**src/rtl/prewitt_pkg.sv**
```systemverilog
// rtl/prewitt_pkg.sv - shared types, widths and window offsets for the Prewitt scan sequencer
package prewitt_pkg;

  localparam int PIX_W    = 8;
  localparam int WIN_W    = 72;
  localparam int DEF_ROWS = 242;
  localparam int DEF_COLS = 247;

  typedef enum logic [3:0] {
    ST_IDLE,
    ST_SCAN,
    ST_BORDER,
    ST_FETCH,
    ST_CAPT,
    ST_HAND,
    ST_WAITR,
    ST_WRITE,
    ST_FIN
  } state_e;

  // Offset of window tap k from the top-left pixel; cols is a constant, so this folds to a mux.
  function automatic int off(input logic [3:0] k, input int cols);
    case (k)
      4'd0:    off = 0;
      4'd1:    off = 1;
      4'd2:    off = 2;
      4'd3:    off = cols;
      4'd4:    off = cols + 1;
      4'd5:    off = cols + 2;
      4'd6:    off = cols + cols;
      4'd7:    off = cols + cols + 1;
      4'd8:    off = cols + cols + 2;
      default: off = 0;
    endcase
  endfunction

endpackage

```
**src/rtl/prewitt_win_addr_gen.sv**
```systemverilog
// rtl/prewitt_win_addr_gen.sv - walks the nine taps of a 3x3 window from its top-left base address
module prewitt_win_addr_gen
  import prewitt_pkg::*;
#(
  parameter int COLS   = DEF_COLS,
  parameter int ADDR_W = 16
) (
  input  logic              clk,
  input  logic              rst,
  input  logic              clr,
  input  logic              step,
  input  logic [ADDR_W-1:0] base,
  output logic [ADDR_W-1:0] addr,
  output logic [3:0]        k,
  output logic              last_k
);

  logic [3:0] k_q, k_d;

  assign last_k = (k_q == 4'd8);
  assign k      = k_q;
  assign addr   = base + ADDR_W'(off(k_q, COLS));

  always_comb begin
    k_d = k_q;
    if (clr) begin
      k_d = '0;
    end else if (step) begin
      k_d = last_k ? 4'd0 : k_q + 4'd1;
    end
  end

  always_ff @(posedge clk or negedge rst) begin
    if (!rst) begin
      k_q <= '0;
    end else begin
      k_q <= k_d;
    end
  end

endmodule

```
**src/rtl/prewitt_scan_ctrl.sv**
```systemverilog
// rtl/prewitt_scan_ctrl.sv - raster sequencer: fetches 3x3 windows, hands them to the kernel, writes results
module prewitt_scan_ctrl
  import prewitt_pkg::*;
#(
  parameter int ROWS   = DEF_ROWS,
  parameter int COLS   = DEF_COLS,
  parameter int ADDR_W = 16
) (
  input  logic              clk,
  input  logic              rst,
  input  logic              start,
  output logic              busy,
  output logic              done,
  output logic              rd_en,
  output logic [ADDR_W-1:0] rd_addr,
  input  logic [PIX_W-1:0]  rd_data,
  output logic              win_valid,
  input  logic              win_ready,
  output logic [WIN_W-1:0]  win,
  input  logic              res_valid,
  input  logic [PIX_W-1:0]  res_data,
  output logic              wr_en,
  output logic [ADDR_W-1:0] wr_addr,
  output logic [PIX_W-1:0]  wr_data
);

  localparam int R_W = $clog2(ROWS);
  localparam int C_W = $clog2(COLS);
  localparam logic [R_W-1:0]    R_LAST   = R_W'(ROWS - 1);
  localparam logic [C_W-1:0]    C_LAST   = C_W'(COLS - 1);
  localparam logic [ADDR_W-1:0] BASE_OFF = ADDR_W'(COLS + 1);

  state_e             state_q, state_d;
  logic [R_W-1:0]     r_q, r_d;
  logic [C_W-1:0]     c_q, c_d;
  logic [ADDR_W-1:0]  pix_q, pix_d;
  logic [WIN_W-1:0]   win_q, win_d;
  logic [PIX_W-1:0]   res_q, res_d;
  logic               cap_vld_q, cap_vld_d;
  logic [3:0]         cap_k_q, cap_k_d;

  logic               k_clr, k_step, last_k, adv;
  logic [3:0]         k;
  logic [ADDR_W-1:0]  gen_addr;

  prewitt_win_addr_gen #(
    .COLS   (COLS),
    .ADDR_W (ADDR_W)
  ) u_addr_gen (
    .clk    (clk),
    .rst    (rst),
    .clr    (k_clr),
    .step   (k_step),
    .base   (pix_q - BASE_OFF),
    .addr   (gen_addr),
    .k      (k),
    .last_k (last_k)
  );

  assign rd_addr = rd_en ? gen_addr : '0;
  assign wr_addr = pix_q;
  assign win     = win_q;
  assign busy    = (state_q != ST_IDLE) && (state_q != ST_FIN);

  always_comb begin
    state_d   = state_q;
    r_d       = r_q;
    c_d       = c_q;
    pix_d     = pix_q;
    win_d     = win_q;
    res_d     = res_q;
    cap_vld_d = 1'b0;
    cap_k_d   = cap_k_q;
    k_clr     = 1'b0;
    k_step    = 1'b0;
    adv       = 1'b0;
    done      = 1'b0;
    rd_en     = 1'b0;
    win_valid = 1'b0;
    wr_en     = 1'b0;
    wr_data   = '0;

    // RAM data lags its read strobe by one cycle; the delayed tap index steers it into the bank.
    if (cap_vld_q) begin
      win_d[PIX_W*cap_k_q +: PIX_W] = rd_data;
    end

    case (state_q)
      ST_IDLE: begin
        if (start) begin
          state_d = ST_SCAN;
          r_d     = '0;
          c_d     = '0;
          pix_d   = '0;
        end
      end
      ST_SCAN: begin
        k_clr = 1'b1;
        if (r_q == '0 || r_q == R_LAST || c_q == '0 || c_q == C_LAST) begin
          state_d = ST_BORDER;
        end else begin
          state_d = ST_FETCH;
        end
      end
      ST_BORDER: begin
        wr_en = 1'b1;
        adv   = 1'b1;
      end
      ST_FETCH: begin
        rd_en     = 1'b1;
        k_step    = 1'b1;
        cap_vld_d = 1'b1;
        cap_k_d   = k;
        if (last_k) begin
          state_d = ST_CAPT;
        end
      end
      ST_CAPT: begin
        state_d = ST_HAND;
      end
      ST_HAND: begin
        win_valid = 1'b1;
        if (win_ready) begin
          state_d = ST_WAITR;
        end
      end
      ST_WAITR: begin
        if (res_valid) begin
          res_d   = res_data;
          state_d = ST_WRITE;
        end
      end
      ST_WRITE: begin
        wr_en   = 1'b1;
        wr_data = res_q;
        adv     = 1'b1;
      end
      ST_FIN: begin
        done    = 1'b1;
        state_d = ST_IDLE;
      end
      default: begin
        state_d = ST_IDLE;
      end
    endcase

    if (adv) begin
      if (r_q == R_LAST && c_q == C_LAST) begin
        state_d = ST_FIN;
        r_d     = '0;
        c_d     = '0;
        pix_d   = '0;
      end else begin
        state_d = ST_SCAN;
        pix_d   = pix_q + 1'b1;
        if (c_q == C_LAST) begin
          c_d = '0;
          r_d = r_q + 1'b1;
        end else begin
          c_d = c_q + 1'b1;
        end
      end
    end
  end

  always_ff @(posedge clk or negedge rst) begin
    if (!rst) begin
      state_q   <= ST_IDLE;
      r_q       <= '0;
      c_q       <= '0;
      pix_q     <= '0;
      win_q     <= '0;
      res_q     <= '0;
      cap_vld_q <= 1'b0;
      cap_k_q   <= '0;
    end else begin
      state_q   <= state_d;
      r_q       <= r_d;
      c_q       <= c_d;
      pix_q     <= pix_d;
      win_q     <= win_d;
      res_q     <= res_d;
      cap_vld_q <= cap_vld_d;
      cap_k_q   <= cap_k_d;
    end
  end

endmodule
```
**config.mk**
```make
export PLATFORM = sky130hd
export DESIGN_NAME = prewitt_scan_ctrl
export DESIGN_NICKNAME = d
export VERILOG_FILES = /design/src/rtl/prewitt_pkg.sv /design/src/rtl/prewitt_win_addr_gen.sv /design/src/rtl/prewitt_scan_ctrl.sv
export SDC_FILE = /design/constraint.sdc
export NUM_CORES = 1
export LEC_CHECK = 0
export CAP_MARGIN = 20
export CELL_PAD_IN_SITES_DETAIL_PLACEMENT = 2
export CELL_PAD_IN_SITES_GLOBAL_PLACEMENT = 2
export CORE_ASPECT_RATIO = 1.25
export CORE_UTILIZATION = 35
export CTS_CLUSTER_SIZE = 30
export DETAILED_ROUTE_END_ITERATION = 16
export PLACE_DENSITY_LB_ADDON = 0.1
export SYNTH_ARGS = -nofsm -noshare
export SYNTH_HDL_FRONTEND = slang
export SYNTH_SLANG_ARGS = --single-unit
```
**constraint.sdc**
```tcl
create_clock -name clk -period 5.7 [get_ports clk]
set_input_delay 0.855 -clock clk [delete_from_list [all_inputs] [get_ports clk]]
set_output_delay 0.855 -clock clk [all_outputs]
set_load 0.03 [all_outputs]
```
==> impl_metrics.env, run 1 <==
export IMPL_status="complete, no violations"
export IMPL_timing_critical_path_fanout_max=7
export IMPL_post_cts_hold_buffer_count=0
export IMPL_synth_sequential_area_ratio_pct=45.6
export IMPL_detailedPlacementHpwl_mm=15.9
export IMPL_post_route_cells_drive_above_1_share_pct=14.5
export IMPL_timing_setup_tns_ps=0
export IMPL_timing_fmax_ghz=0.190
export IMPL_synth_top_flop_cell="sky130_fd_sc_hd__dfrtp_1"
export IMPL_syn_instance_count=677
export IMPL_critical_path_arrival_ps=4410
export IMPL_vias=5814
export IMPL_tritoncts="built"
export IMPL_finalNetCount=872
export IMPL_irDropWorstVdd_v=0.000245
export IMPL_total_congestion_overflow_after_global_routing=0
export IMPL_p_leak_nw=3.89
export IMPL_clock_sink_count=125
export IMPL_clk_pin_slew_ps=60
export IMPL_clock_tree_htree_level_count=4
export IMPL_placeableCoreArea_mm2=0.0190
export IMPL_routed_wire_length_mm=22.4
export IMPL_synthesis_yosys_warnings=0
export IMPL_area_growth_pct=32.2
export IMPL_design_die_area_mm2=0.0202
export IMPL_transition_time_of_the_tightest_slew_check_pin_ps=926
export IMPL_kind_of_critical_path="reg2out"
export IMPL_route_detailed_wl_per_inst_um=20.7
export IMPL_r2r_slack_ps=2930
export IMPL_initialDrtViolationCount=133
export IMPL_async_reset_ff_share_pct=100
export IMPL_port_buffer_count=137
export IMPL_clock_skew_ps=8.31
export IMPL_start_util_pct=36.1
export IMPL_rsz0062_at_grt="false"
export IMPL_postSynthRegisterBits=125
export IMPL_powerDensity_mw_per_mm2=461
export IMPL_worst_r2r_path_cells=6
export IMPL_placement_rows=56
export IMPL_fin_crit_ps=5270
export IMPL_required_worst_endpoint_ps=4850
export IMPL_total_cts_buffers=17
export IMPL_post_cts_setup_buffer_count=0
export IMPL_antenna_found_initial=0
export IMPL_synth_area_top_cells="sky130_fd_sc_hd__dfrtp_1, sky130_fd_sc_hd__mux2_2, sky130_fd_sc_hd__ha_1, sky130_fd_sc_hd__o21ai_0, sky130_fd_sc_hd__nand2_1"
export IMPL_average_cell_area_after_synthesis_um2=10.1
export IMPL_worstSetupStartpointType="flop"
export IMPL_worstSkewPairLatency_ps=430
export IMPL_routed_via_density=5.36
export IMPL_power_total_w=0.00418
export IMPL_clock_root_buffer="sky130_fd_sc_hd__clkbuf_16"
export IMPL_gp_routability_congestion=0.794
export IMPL_final_period_utilization_pct=92.4
export IMPL_post_synth_top_area_fraction_pct=45.6
export IMPL_gr_usage_all_layers_pct=23.6
export IMPL_finalSetupViolations=0
export IMPL_first_global_vias=6565
export IMPL_drv_slew=0
export IMPL_count_of_distinct_cell_types_in_the_synthesized_netlist=63
export IMPL_headroom_to_the_max_slew_limit_pct=37.7
export IMPL_cts_resized=0
export IMPL_design_portCount=138
export IMPL_first_pass_grt_wire_length_mm=36.5
export IMPL_worst_hold_slack_ps=482
export IMPL_worstHoldPathType="reg2reg"
export IMPL_detailedRoute_firstPassIterationCount=4
export IMPL_synth_common_cells="sky130_fd_sc_hd__dfrtp_1, sky130_fd_sc_hd__nand2_1, sky130_fd_sc_hd__o21ai_0, sky130_fd_sc_hd__mux2_2, sky130_fd_sc_hd__ha_1"
export IMPL_final_hold_violation_count=0
export IMPL_max_cap_violations=0
export IMPL_clockBufferDepth=2
export IMPL_synth_nets=739
export IMPL_route_detailed_drc=0
export IMPL_drtAntennaViolNets=0
export IMPL_syn_area_mm2=0.00686
export IMPL_n_antenna_cell=0
export IMPL_height_of_the_chip_um=159
export IMPL_die_x_um=127
export IMPL_grt_start_max_net_pins=70
export IMPL_final_fill_count=1991
export IMPL_critical_path_endpoint_type="output pin"
export IMPL_yosys_area_top_type="sky130_fd_sc_hd__dfrtp_1"
export IMPL_synth_most_common_cell="sky130_fd_sc_hd__dfrtp_1"
export IMPL_worst_hold_path_num_cells=2
export IMPL_number_of_flops_mapped_to_enable_cells_by_yosys=0
## area by class of cell
cell class | instances | area, um2 | share of cell area, %
clock buffer | 18 | 439 | 4.84
clock inverter | 14 | 174 | 1.92
inverter | 35 | 131 | 1.45
multi-input combinational | 492 | 3490 | 38.4
sequential | 125 | 3130 | 34.5
tap | 261 | 327 | 3.60
timing repair buffer | 139 | 1380 | 15.3
## path summary, 6_finish.rpt
kind | to | startpoint
worst max-delay path | rd_addr[15] | u_addr_gen.k[1]
worst max register to register | win[28] | cap_k_q[0]
worst min register to register | win[45] | win[45]
min in group asynchronous | win[45] | rst
max in group asynchronous | win[17] | rst
worst min-delay path | win[45] | win[45]
## state kept, by name, indices dropped and copies added, names as in the netlist
name and count:
win 72, wr_addr 16, c_q 8, r_q 8
res_q 8, cap_k_q 4, state_q 4, u_addr_gen.k 4
cap_vld_q 1
## per-stage QoR
| step | cell area, um2 | utilization (%) | std cells | worst slack (ps) |
|---|---|---|---|---|
| finish | 9070 | 47.8 | 1084 | 432 |
| CTS | 9070 | 47.8 | 1084 | 427 |
| global route | 9070 | 47.8 | 1084 | 197 |
| detailed placement | 8460 | 44.5 | 1052 | 905 |
| floorplan | 6860 | - | 677 | 1670 |
| global placement | 8460 | 44.5 | 1052 | 1040 |
## cell usage in the layout, fill, tap and decap left out, drive strengths merged, types with 3 or more instances in the layout
| cell type | count |
|---|---|
| a211oi | 4 |
| a21o | 8 |
| a21oi | 24 |
| a22o | 5 |
| a31oi | 8 |
| and2 | 13 |
| and3 | 6 |
| buf | 3 |
| clkbuf | 18 |
| clkdlybuf4s50 | 136 |
| clkinv | 5 |
| dfrtp | 125 |
| ha | 40 |
| inv | 41 |
| mux2 | 65 |
| mux2i | 7 |
| nand2 | 71 |
| nand2b | 4 |
| nand3 | 34 |
| nand3b | 5 |
| nand4 | 20 |
| nor2 | 36 |
| nor3 | 23 |
| nor4 | 8 |
| o21ai | 59 |
| o21bai | 3 |
| o22ai | 3 |
| o31ai | 5 |
| or2 | 4 |
| or3 | 3 |
| xnor2 | 3 |
| xor2 | 7 |
## routing by layer
metal / GRT usage [%] / wire length (um) / vias up
met1: 26.5 / 9150 / 2963
met2: 45.0 / 12200 / 120
met3: 4.37 / 746 / 30
li1: - / - / 2701
met5: 0 / 0 / -
met4: 7.54 / 364 / 0
## logic make-up (layout without fill, tap and decap cells)
logic type / count (synthesis) / count (layout) / synth area share [%]
flops: 125 / 125 / 45.6
buf+inv: 60 / 206 / 3.61
fa+ha+maj: 41 / 41 / 7.58
simple gates: 236 / 236 / 18.0
mux: 72 / 72 / 12.1
compound gates: 133 / 133 / 11.7
xor+xnor: 10 / 10 / 1.39
## critical path, stage by stage (launching register included)
cell                              delay [ps]
sky130_fd_sc_hd__dfrtp_1                 460
sky130_fd_sc_hd__inv_1                   120
sky130_fd_sc_hd__ha_1                    240
sky130_fd_sc_hd__nand3_1                 230
sky130_fd_sc_hd__o21ai_0                 240
sky130_fd_sc_hd__ha_1                    350
sky130_fd_sc_hd__ha_1                    390
sky130_fd_sc_hd__a21o_1                  240
sky130_fd_sc_hd__a31o_2                  270
sky130_fd_sc_hd__o211ai_1                340
sky130_fd_sc_hd__o221ai_1                220
sky130_fd_sc_hd__mux2i_1                 190
sky130_fd_sc_hd__clkdlybuf4s50_1         700
## where the power goes
part	total, W	switching [W]	internal [W]
registers	0.00128	0.000196	0.00108
clock network	0.00114	0.000463	0.000674
logic	0.00176	0.00107	0.000693
total	0.00418	0.00173	0.00245
(Power assumes the default switching activity.)
==> inputs of run 2 (changes only) <==
Settings changed: CAP_MARGIN 20 to not set, PLACE_DENSITY_LB_ADDON 0.1 to 0.08.
==> run 2 against run 1 <==
Net effect: register-to-register slack worse by 100 ps; worst setup slack worse by 56 ps; worst hold slack worse by 28 ps; clock power down 5%; die area unchanged; power down 1.4%; design area down 0.17%; critical path type unchanged.
==> impl_metrics.env, run 2 (synthesis results as in run 1) <==
export IMPL_first_global_vias=6588
export IMPL_critical_path_endpoint_type="output pin"
export IMPL_die_x_um=127
export IMPL_dpl_cell_area_mm2=0.00846
export IMPL_finalSetupViolations=0
export IMPL_start_util_pct=36.1
export IMPL_rsz0062_at_grt="false"
export IMPL_vias=5828
export IMPL_required_worst_endpoint_ps=4850
export IMPL_transition_time_of_the_tightest_slew_check_pin_ps=967
export IMPL_post_cts_hold_buffer_count=0
export IMPL_height_of_the_chip_um=159
export IMPL_detailedPlacementHpwl_mm=16.0
export IMPL_p_leak_nw=3.88
export IMPL_largest_reg_flops=72
export IMPL_route_detailed_wl_per_inst_um=20.4
export IMPL_worstSkewPairLatency_ps=430
export IMPL_slowest_stage="sky130_fd_sc_hd__clkdlybuf4s50_1"
export IMPL_worstHoldPathType="in2async"
export IMPL_cp_startpoint="u_addr_gen.k[1]"
export IMPL_timing_setup_tns_ps=0
export IMPL_clock_sink_count=125
export IMPL_headroom_to_the_max_slew_limit_pct=35.0
export IMPL_design_die_area_mm2=0.0202
export IMPL_worst_path_buf_inv=2
export IMPL_fin_crit_ps=5320
export IMPL_longest_individual_stage_delay_on_the_worst_path_ps=690
export IMPL_critical_path_arrival_ps=4470
export IMPL_status="complete, no violations"
export IMPL_gp_routability_congestion=0.793
export IMPL_most_frequent_standard_cell_in_the_layout_excluding_fill_and_tap_cells="sky130_fd_sc_hd__clkdlybuf4s50_1"
export IMPL_post_cts_setup_buffer_count=0
export IMPL_placement_rows=56
export IMPL_kind_of_critical_path="reg2out"
export IMPL_route_detailed_drc=0
export IMPL_post_route_cell_area_mm2=0.00905
export IMPL_routed_via_density=5.38
export IMPL_post_route_cells_drive_above_1_share_pct=14.5
export IMPL_clk_pin_slew_ps=60
export IMPL_detailedRoute_firstPassIterationCount=4
export IMPL_clock_skew_ps=10.6
export IMPL_clockBufferDepth=2
export IMPL_gr_usage_all_layers_pct=23.4
export IMPL_drtAntennaViolNets=0
export IMPL_worstSetupStartpointType="flop"
export IMPL_clock_tree_htree_level_count=4
export IMPL_total_cts_buffers=17
export IMPL_worst_hold_slack_ps=454
export IMPL_powerDensity_mw_per_mm2=455
export IMPL_cts_resized=0
export IMPL_clock_root_buffer="sky130_fd_sc_hd__clkbuf_16"
export IMPL_timing_fmax_ghz=0.188
export IMPL_drv_slew=0
export IMPL_n_antenna_cell=0
export IMPL_final_period_utilization_pct=93.4
export IMPL_finalNetCount=872
export IMPL_mostFrequentLayoutCells="sky130_fd_sc_hd__clkdlybuf4s50_1, sky130_fd_sc_hd__dfrtp_1, sky130_fd_sc_hd__nand2_1"
export IMPL_critical_path_top_delay_family="compound AO/OA/AOI/OAI gates"
export IMPL_placeableCoreArea_mm2=0.0190
export IMPL_total_congestion_overflow_after_global_routing=0
export IMPL_antenna_found_initial=0
export IMPL_crit_path_cell_trace="inv_1 -> ha_1 -> nand3_1 -> o21ai_0 -> ha_1 -> ha_1 -> a21o_1 -> a31o_2 -> o211ai_1 -> o221ai_1 -> mux2i_1 -> clkdlybuf4s50_1"
export IMPL_final_hold_violation_count=0
export IMPL_power_total_w=0.00412
export IMPL_initialDrtViolationCount=136
export IMPL_tritoncts="built"
export IMPL_timing_critical_path_fanout_max=7
export IMPL_timing_critical_path_mode_cell="sky130_fd_sc_hd__ha_1"
export IMPL_grt_start_max_net_pins=76
export IMPL_first_pass_grt_wire_length_mm=36.2
export IMPL_r2r_start="cap_k_q[0]"
export IMPL_irDropWorstVdd_v=0.000268
export IMPL_max_cap_violations=0
export IMPL_design_portCount=138
export IMPL_area_growth_pct=31.9
export IMPL_post_layout_util_pct=47.7
export IMPL_routed_wire_length_mm=22.2
export IMPL_port_buffer_count=137
==> run 2: changes by cell type in the layout (fill, tap and decap cells not counted) <==
cell                        delta
sky130_fd_sc_hd__inv_8         +1
sky130_fd_sc_hd__clkinv_8      +4
sky130_fd_sc_hd__inv_6         -1
sky130_fd_sc_hd__clkbuf_8      -1
sky130_fd_sc_hd__clkinv_4      -1
sky130_fd_sc_hd__bufinv_16     -2
==> run 2: final timing paths <==
path                          endpoint  slack (ps)  depth (start not counted)
min                            win[43]         450                          1
max reg2reg                    win[65]        2830                          7
max                        rd_addr[15]         380                         12
min in group clk               win[41]         480                          2
max in group asynchronous      win[50]        3770                          2
min reg2reg                    win[41]         480                          2
==> run 2: report_power, final <==
part	internal, W	switching (W)
clock	0.000589	0.000494
sequential	0.00108	0.000198
combinational	0.000692	0.00106
==> run 2: metrics by stage <==
step           cells  setup slack, ps
3_3_place_gp    1052             1040
2_1_floorplan    677             1670
3_5_place_dp    1052              807
5_1_grt         1084             48.8
6_report        1084              376
4_1_cts         1084              311
==> run 2: area by class of cell <==
type | instances | area [um2]
inverter | 35 | 131
timing repair buffer | 139 | 1380
sequential | 125 | 3130
tap | 261 | 327
clock buffer | 17 | 425
multi-input combinational | 492 | 3490
fill | 2031 | 9930
clock inverter | 15 | 173
==> run 2: per-layer routing <==
layer	GRT usage (%)	share of wire, %	vias to the layer above
met4	8.05	2.0	0
li1	-	-	2701
met1	26.6	42	2971
met5	0	0	-
met3	4.03	2.8	37
met2	44.0	53	119
==> run 2: worst reg2reg max path, cell delays in order (launching register included) <==
cell and delay (ps):
sky130_fd_sc_hd__dfrtp_1 500, sky130_fd_sc_hd__nor3_1 340, sky130_fd_sc_hd__ha_1 370, sky130_fd_sc_hd__nand3b_1 180
sky130_fd_sc_hd__a21oi_1 360, sky130_fd_sc_hd__nand2_1 170, sky130_fd_sc_hd__nor2_2 440, sky130_fd_sc_hd__mux2_2 410
==> RTL edit 1: new RTL, flow settings as in run 2 <==
The 9 states of `state_e` get a one-hot encoding in 9 bits.
--- a/src/rtl/prewitt_pkg.sv
+++ b/src/rtl/prewitt_pkg.sv
@@ -6,16 +6,16 @@
   localparam int DEF_ROWS = 242;
   localparam int DEF_COLS = 247;
 
-  typedef enum logic [3:0] {
-    ST_IDLE,
-    ST_SCAN,
-    ST_BORDER,
-    ST_FETCH,
-    ST_CAPT,
-    ST_HAND,
-    ST_WAITR,
-    ST_WRITE,
-    ST_FIN
+  typedef enum logic [8:0] {
+    ST_IDLE   = 9'b000000001,
+    ST_SCAN   = 9'b000000010,
+    ST_BORDER = 9'b000000100,
+    ST_FETCH  = 9'b000001000,
+    ST_CAPT   = 9'b000010000,
+    ST_HAND   = 9'b000100000,
+    ST_WAITR  = 9'b001000000,
+    ST_WRITE  = 9'b010000000,
+    ST_FIN    = 9'b100000000
   } state_e;
 
   // Offset of window tap k from the top-left pixel; cols is a constant, so this folds to a mux.
Formal check against the unedited RTL: no difference found for any inputs over 10 cycles, from zero or initial values and one cycle with rst low; not proved beyond that.
==> RTL edit 1 against run 2 <==
Design area rose by 1.6%. Non-clock buffer count rose by 2. Setup slack improved by 0.14 ns. Clock skew fell by 0.0022 ns. Wire length rose by 3.0%. Critical path depth did not move. Area after synthesis rose by 2.4%. Sequential cell count rose by 5. Global-route usage rose by 0.17 points. Register-to-register slack improved by 0.04 ns. Worst hold slack got worse by 0.13 ns. Die area rose by 2.4%.
Power is not compared: it rests on default switching activity, and its combinational part moved more than twofold at a synthesized area within 25%.
==> RTL edit 1: results (changes against run 2) <==
Clock network
The hold buffer count at cts is 0 (unchanged). For the worst-skew pair, the clock arrives at the later sink with an insertion delay of 0.42 ns.

Layout
The share of final-layout standard cells stronger than drive strength 1 is 0.128 (-0.0171). The number of nets in the finished design came to 897 (+2.9%). The number of flip-flops under the largest register name is 72 (unchanged). The layout filler cell count came to 2074 (+2.1%). The number of non-filler instances in the completed layout is 1112 (+2.6%).

Synth
Sorting the synthesized cells by how often they occur yields sky130_fd_sc_hd__dfrtp_1 (129), sky130_fd_sc_hd__nand2_1 (65), sky130_fd_sc_hd__mux2_2 (64). The number of nets in the synthesized netlist is 769 (+4.1%). The sequential share of the synthesized area was 0.463 (+0.00711). The gate count after technology mapping is 707 (+4.4%).

The arithmetic-cell share of the synthesized area counting full adders, half adders and majority gates is 0.0740 (-0.00181). In the post-synthesis netlist, the biggest area contributors are sky130_fd_sc_hd__dfrtp_1 (46%), sky130_fd_sc_hd__mux2_2 (10%), sky130_fd_sc_hd__ha_1 (7.1%). The total number of yosys warnings is 0 (unchanged).

The area fraction in compound gates after synthesis was 0.110 (-0.00689). The number of distinct library cells after synthesis is 57 (-9.5%).

Place
The placed wire-length estimate after detailed placement is 16900 microns (+5.1%). The worst slack at placement is 0.990 ns (+0.183 ns). The placer congestion estimate was 0.848 (+6.9%).

Global routing
The global-route wire length before repair is 37600 microns (+3.8%). The largest net degree at the start of global routing is 59 (-22%). The via count of the first global-routing pass came to 6748 (+2.4%).

Critical path
On the worst path, the slowest cell contributes a delay of 0.68 ns. The worst endpoint data arrival time is 4.32 ns (-0.15 ns). The setup slack of the most critical reg-to-reg path is 2.87 ns (+0.04 ns).

On the critical path the largest part of the delay comes from adder cells.

Timing
The clock skew after layout came to 0.00834 ns (-0.00223 ns). The max-slew headroom at the worst pin is 0.315 (-0.0349). The final count of negative-setup-slack endpoints is 0 (unchanged).

The final-layout worst hold slack is 0.319 ns (-0.135 ns). The worst setup slack after layout was 0.521 ns (+0.145 ns).

Status
The flow ran to the end, and the final reports show no timing, DRC or antenna violations.

Route
The aggregate routed wire length is 22800 microns (+3.0%). The violation count after the first detailed-route iteration is 181 (+33%). The via count is 5958 (+2.2%).
## RTL edit 1: cell count changes after synthesis, moves of 8 or more
| cell | before | now |
|---|---|---|
| sky130_fd_sc_hd__mux2_4 | 8 | 0 |
| sky130_fd_sc_hd__a21oi_1 | 24 | 32 |
| sky130_fd_sc_hd__clkbuf_1 | 17 | 28 |
| sky130_fd_sc_hd__nor2_1 | 33 | 46 |
## RTL edit 1: area by class of cell
cell class	instances	area [sq um]	area share
Inverter	38	143	0.0155
Tap cell	265	332	0.0360
Timing Repair Buffer	141	1400	0.152
Multi-Input combinational cell	507	3500	0.380
Sequential cell	130	3250	0.354
Clock buffer	18	439	0.0477
Clock inverter	13	138	0.0150
## RTL edit 1: power groups by stage
stage                     sequential [mW]  clock, mW  combinational (mW)
final                                1.09       1.07               0.642
after global routing                 1.10       1.14               0.698
after CTS                            1.09       1.10               0.653
after detailed placement             1.11          0               0.646
after global placement               1.10          0               0.611
after floorplan                      1.17          0               0.302
## RTL edit 1: path summary, 6_finish.rpt
path / cells after the start / startpoint / to
max: 12 / u_addr_gen.k[1]$_DFFE_PN0P_ / rd_addr[15]
min: 1 / rst / win[13]$_DFFE_PN0P_
max reg2reg: 5 / state_q[7]$_DFFE_PN0P_ / r_q[7]$_DFF_PN0_
min reg2reg: 2 / win[41]$_DFFE_PN0P_ / win[41]$_DFFE_PN0P_
max in group asynchronous: 2 / rst / cap_k_q[3]$_DFFE_PN0P_
min in group clk: 2 / win[41]$_DFFE_PN0P_ / win[41]$_DFFE_PN0P_
## RTL edit 1: metal layers
layer,vias to the layer above,global-route usage,part of all wire
li1,2756,-,-
met1,3055,0.271,0.41
met2,115,0.438,0.54
met3,32,0.0373,0.031
met4,0,0.0765,0.022
met5,-,0,0
==> RTL edit 2: new RTL, flow settings as in run 2 <==
Without the edit above. Set the package constant `DEF_COLS` to 494 (it was 247).
--- a/src/rtl/prewitt_pkg.sv
+++ b/src/rtl/prewitt_pkg.sv
@@ -4,7 +4,7 @@
   localparam int PIX_W    = 8;
   localparam int WIN_W    = 72;
   localparam int DEF_ROWS = 242;
-  localparam int DEF_COLS = 247;
+  localparam int DEF_COLS = 494;
 
   typedef enum logic [3:0] {
     ST_IDLE,
Check against the original RTL: same outputs for any inputs over 10 cycles, from zero or initial values and one cycle with rst low; that may be too few to reach the edited logic, so the function may still have changed.
==> RTL edit 2 against run 2 <==
Design area increased by 1.3%. Non-clock buffer count increased by 1. First-iteration DRC count increased by 10%. Wire length increased by 4.5%. Clock power increased by 6%. Power increased by 0.75%. Setup slack got worse by 0.074 ns. Area after synthesis increased by 1.5%. Utilization decreased by 0.57 points. Sequential cell count increased by 1. Largest power group unchanged. Die area increased by 1.5%.
==> RTL edit 2: results (changes against run 2) <==
Status
The run finished with clean final reports.

Timing
The clock skew after layout is 0.0125 ns (+0.00198 ns). The worst-margin pin slew is 1.21 ns (+0.243 ns).

Pwr
The leakage power of the design is 4.01 nW (+3.4%). The largest vdd supply drop is 0.277 mV (+3.3%). The net switching power of the design came to 1.77 mW (+1.0%).

The combinational share of power is 0.425 (about the same). The sequential power is 1.24 mW (-3%).

Synth
The area fraction in compound gates after synthesis was 0.130 (+0.0128). The share of cell area taken by muxes after synthesis is 0.109 (-0.0118). The post-synthesis xor/xnor area fraction was 0.0111 (-0.00272).

The post-synthesis async set-or-reset flop share is 1.00 (unchanged). By count the netlist is led by sky130_fd_sc_hd__dfrtp_1 (126), sky130_fd_sc_hd__nand2_1 (70), sky130_fd_sc_hd__o21ai_0 (68). The mean instance size in the synthesized netlist is 9.92 sq um (-2.1%). The sequential share of the synthesized area is 0.453 (-0.00312). The number of nets in the synthesized netlist is 766 (+3.7%). By area the synthesized netlist is led by sky130_fd_sc_hd__dfrtp_1 (45%), sky130_fd_sc_hd__mux2_2 (11%), sky130_fd_sc_hd__ha_1 (7.5%). The arithmetic-cell share of the synthesized area counting full adders, half adders and majority gates is 0.0783 (+0.00248).

Floorplan
The die footprint is 0.0205 sq mm (+1.5%).

Place
The placed wire-length estimate after detailed placement is 16500 microns (+2.8%). The area of placed instances was 0.00856 sq mm (+1.2%). The worst slack at placement is 0.809 ns (+0.00213 ns). The placer congestion estimate is 0.830 (+4.7%).

Layout
The layout filler cell count is 2044 (+0.64%). The number of non-filler instances in the completed layout came to 1111 (+2.5%). The non-clock inverter total of the final layout is 38 (+8.6%).

The count of multi-input combinational gates is 510 (+3.7%). The count of non-CTS buffers in the layout is 140 (+0.72%). The share of final-layout standard cells stronger than drive strength 1 is 0.134 (-0.0110). The fraction of area in non-clock buffers was 0.152 (-0.00116). The area occupied by registers is 0.00315 sq mm (+0.80%).

The layout overhead on the synthesized area is 31.7%. The number of nets in the finished design is 897 (+2.9%). The proportion of cell area occupied by multi-input gates was 0.386 (+0.000738). The clock buffer and inverter area fraction after layout is 0.0671 (+0.00105).

The total number of sequential cells is 126 (+0.80%).

Critical path
The longest individual stage delay on the worst path came to 0.72 ns (+0.03 ns). The worst endpoint data arrival time is 4.54 ns (+0.07 ns). Broken down by cell family, the worst path's largest delay share belongs to adder cells. The maximum fanout encountered on the critical timing path is 8 (+1).

Clock network
The number of buffers on the longest clock path was 2 (unchanged). The H-tree level count was 4 (unchanged). The number of gates resized after CTS is 0 (unchanged).

Route
The via count was 5994 (+2.8%). The number of iterations in the first detailed-routing pass is 4 (unchanged). The violation count after the first detailed-route iteration came to 150 (+10%).

The final routed wire length divided by cell count was 20.8 microns (+2.0%).

Hold path
The path type of the worst min-delay path is flip-flop to flip-flop.

Global routing
The number of antenna violations at the first check in global routing is 0 (unchanged). The global-route wire length before repair is 37500 microns (+3.6%). The global-route usage over all layers is 0.236 (+0.00200). The via count of the first global-routing pass came to 6741 (+2.3%). The largest net degree at the start of global routing is 68 (-11%).
## RTL edit 2: cell count changes in the layout (fill, tap and decap cells not counted), sizes merged, moves of 4 or more
cell,before,now
a21oi,24,33
a31oi,8,3
clkinv,8,2
inv,41,48
mux2i,7,3
nand3,34,28
nor2b,1,5
nor3,23,27
o21ai,59,69
## RTL edit 2: cells by family (layout without fill, tap and decap cells)
logic type,after synthesis,count (layout)
fa+ha+maj,43,43
mux,68,68
simple gates,239,239
flops,126,126
compound gates,152,152
xor+xnor,8,8
buf+inv,66,210
## RTL edit 2: tightest hold or removal path: stages, from the launching register on
cell and delay (ns):
sky130_fd_sc_hd__dfrtp_1 0.34, sky130_fd_sc_hd__nand2_1 0.05, sky130_fd_sc_hd__o21ai_0 0.06
## RTL edit 2: metal layers
metal  vias up  track usage  part of all wire
met2       111        0.445              0.56
met1      3088        0.272              0.41
met3        26       0.0342             0.023
met5         -            0                 0
li1       2769            -                 -
met4         0       0.0652             0.015
## RTL edit 2: path summary, 6_finish.rpt
path | start | endpoint | slack [ns] | cells after the start
worst max-delay path | u_addr_gen.k[1]$_DFFE_PN0P_ | rd_addr[15] | 0.30 | 13
worst min-delay path | win[57]$_DFFE_PN0P_ | win[57]$_DFFE_PN0P_ | 0.49 | 2
worst max register to register | cap_k_q[2]$_DFFE_PN0P_ | win[65]$_DFFE_PN0P_ | 2.83 | 7
min in group asynchronous | rst | win[59]$_DFFE_PN0P_ | 0.50 | 1
max in group asynchronous | rst | win[31]$_DFFE_PN0P_ | 3.84 | 2
worst min register to register | win[57]$_DFFE_PN0P_ | win[57]$_DFFE_PN0P_ | 0.49 | 2
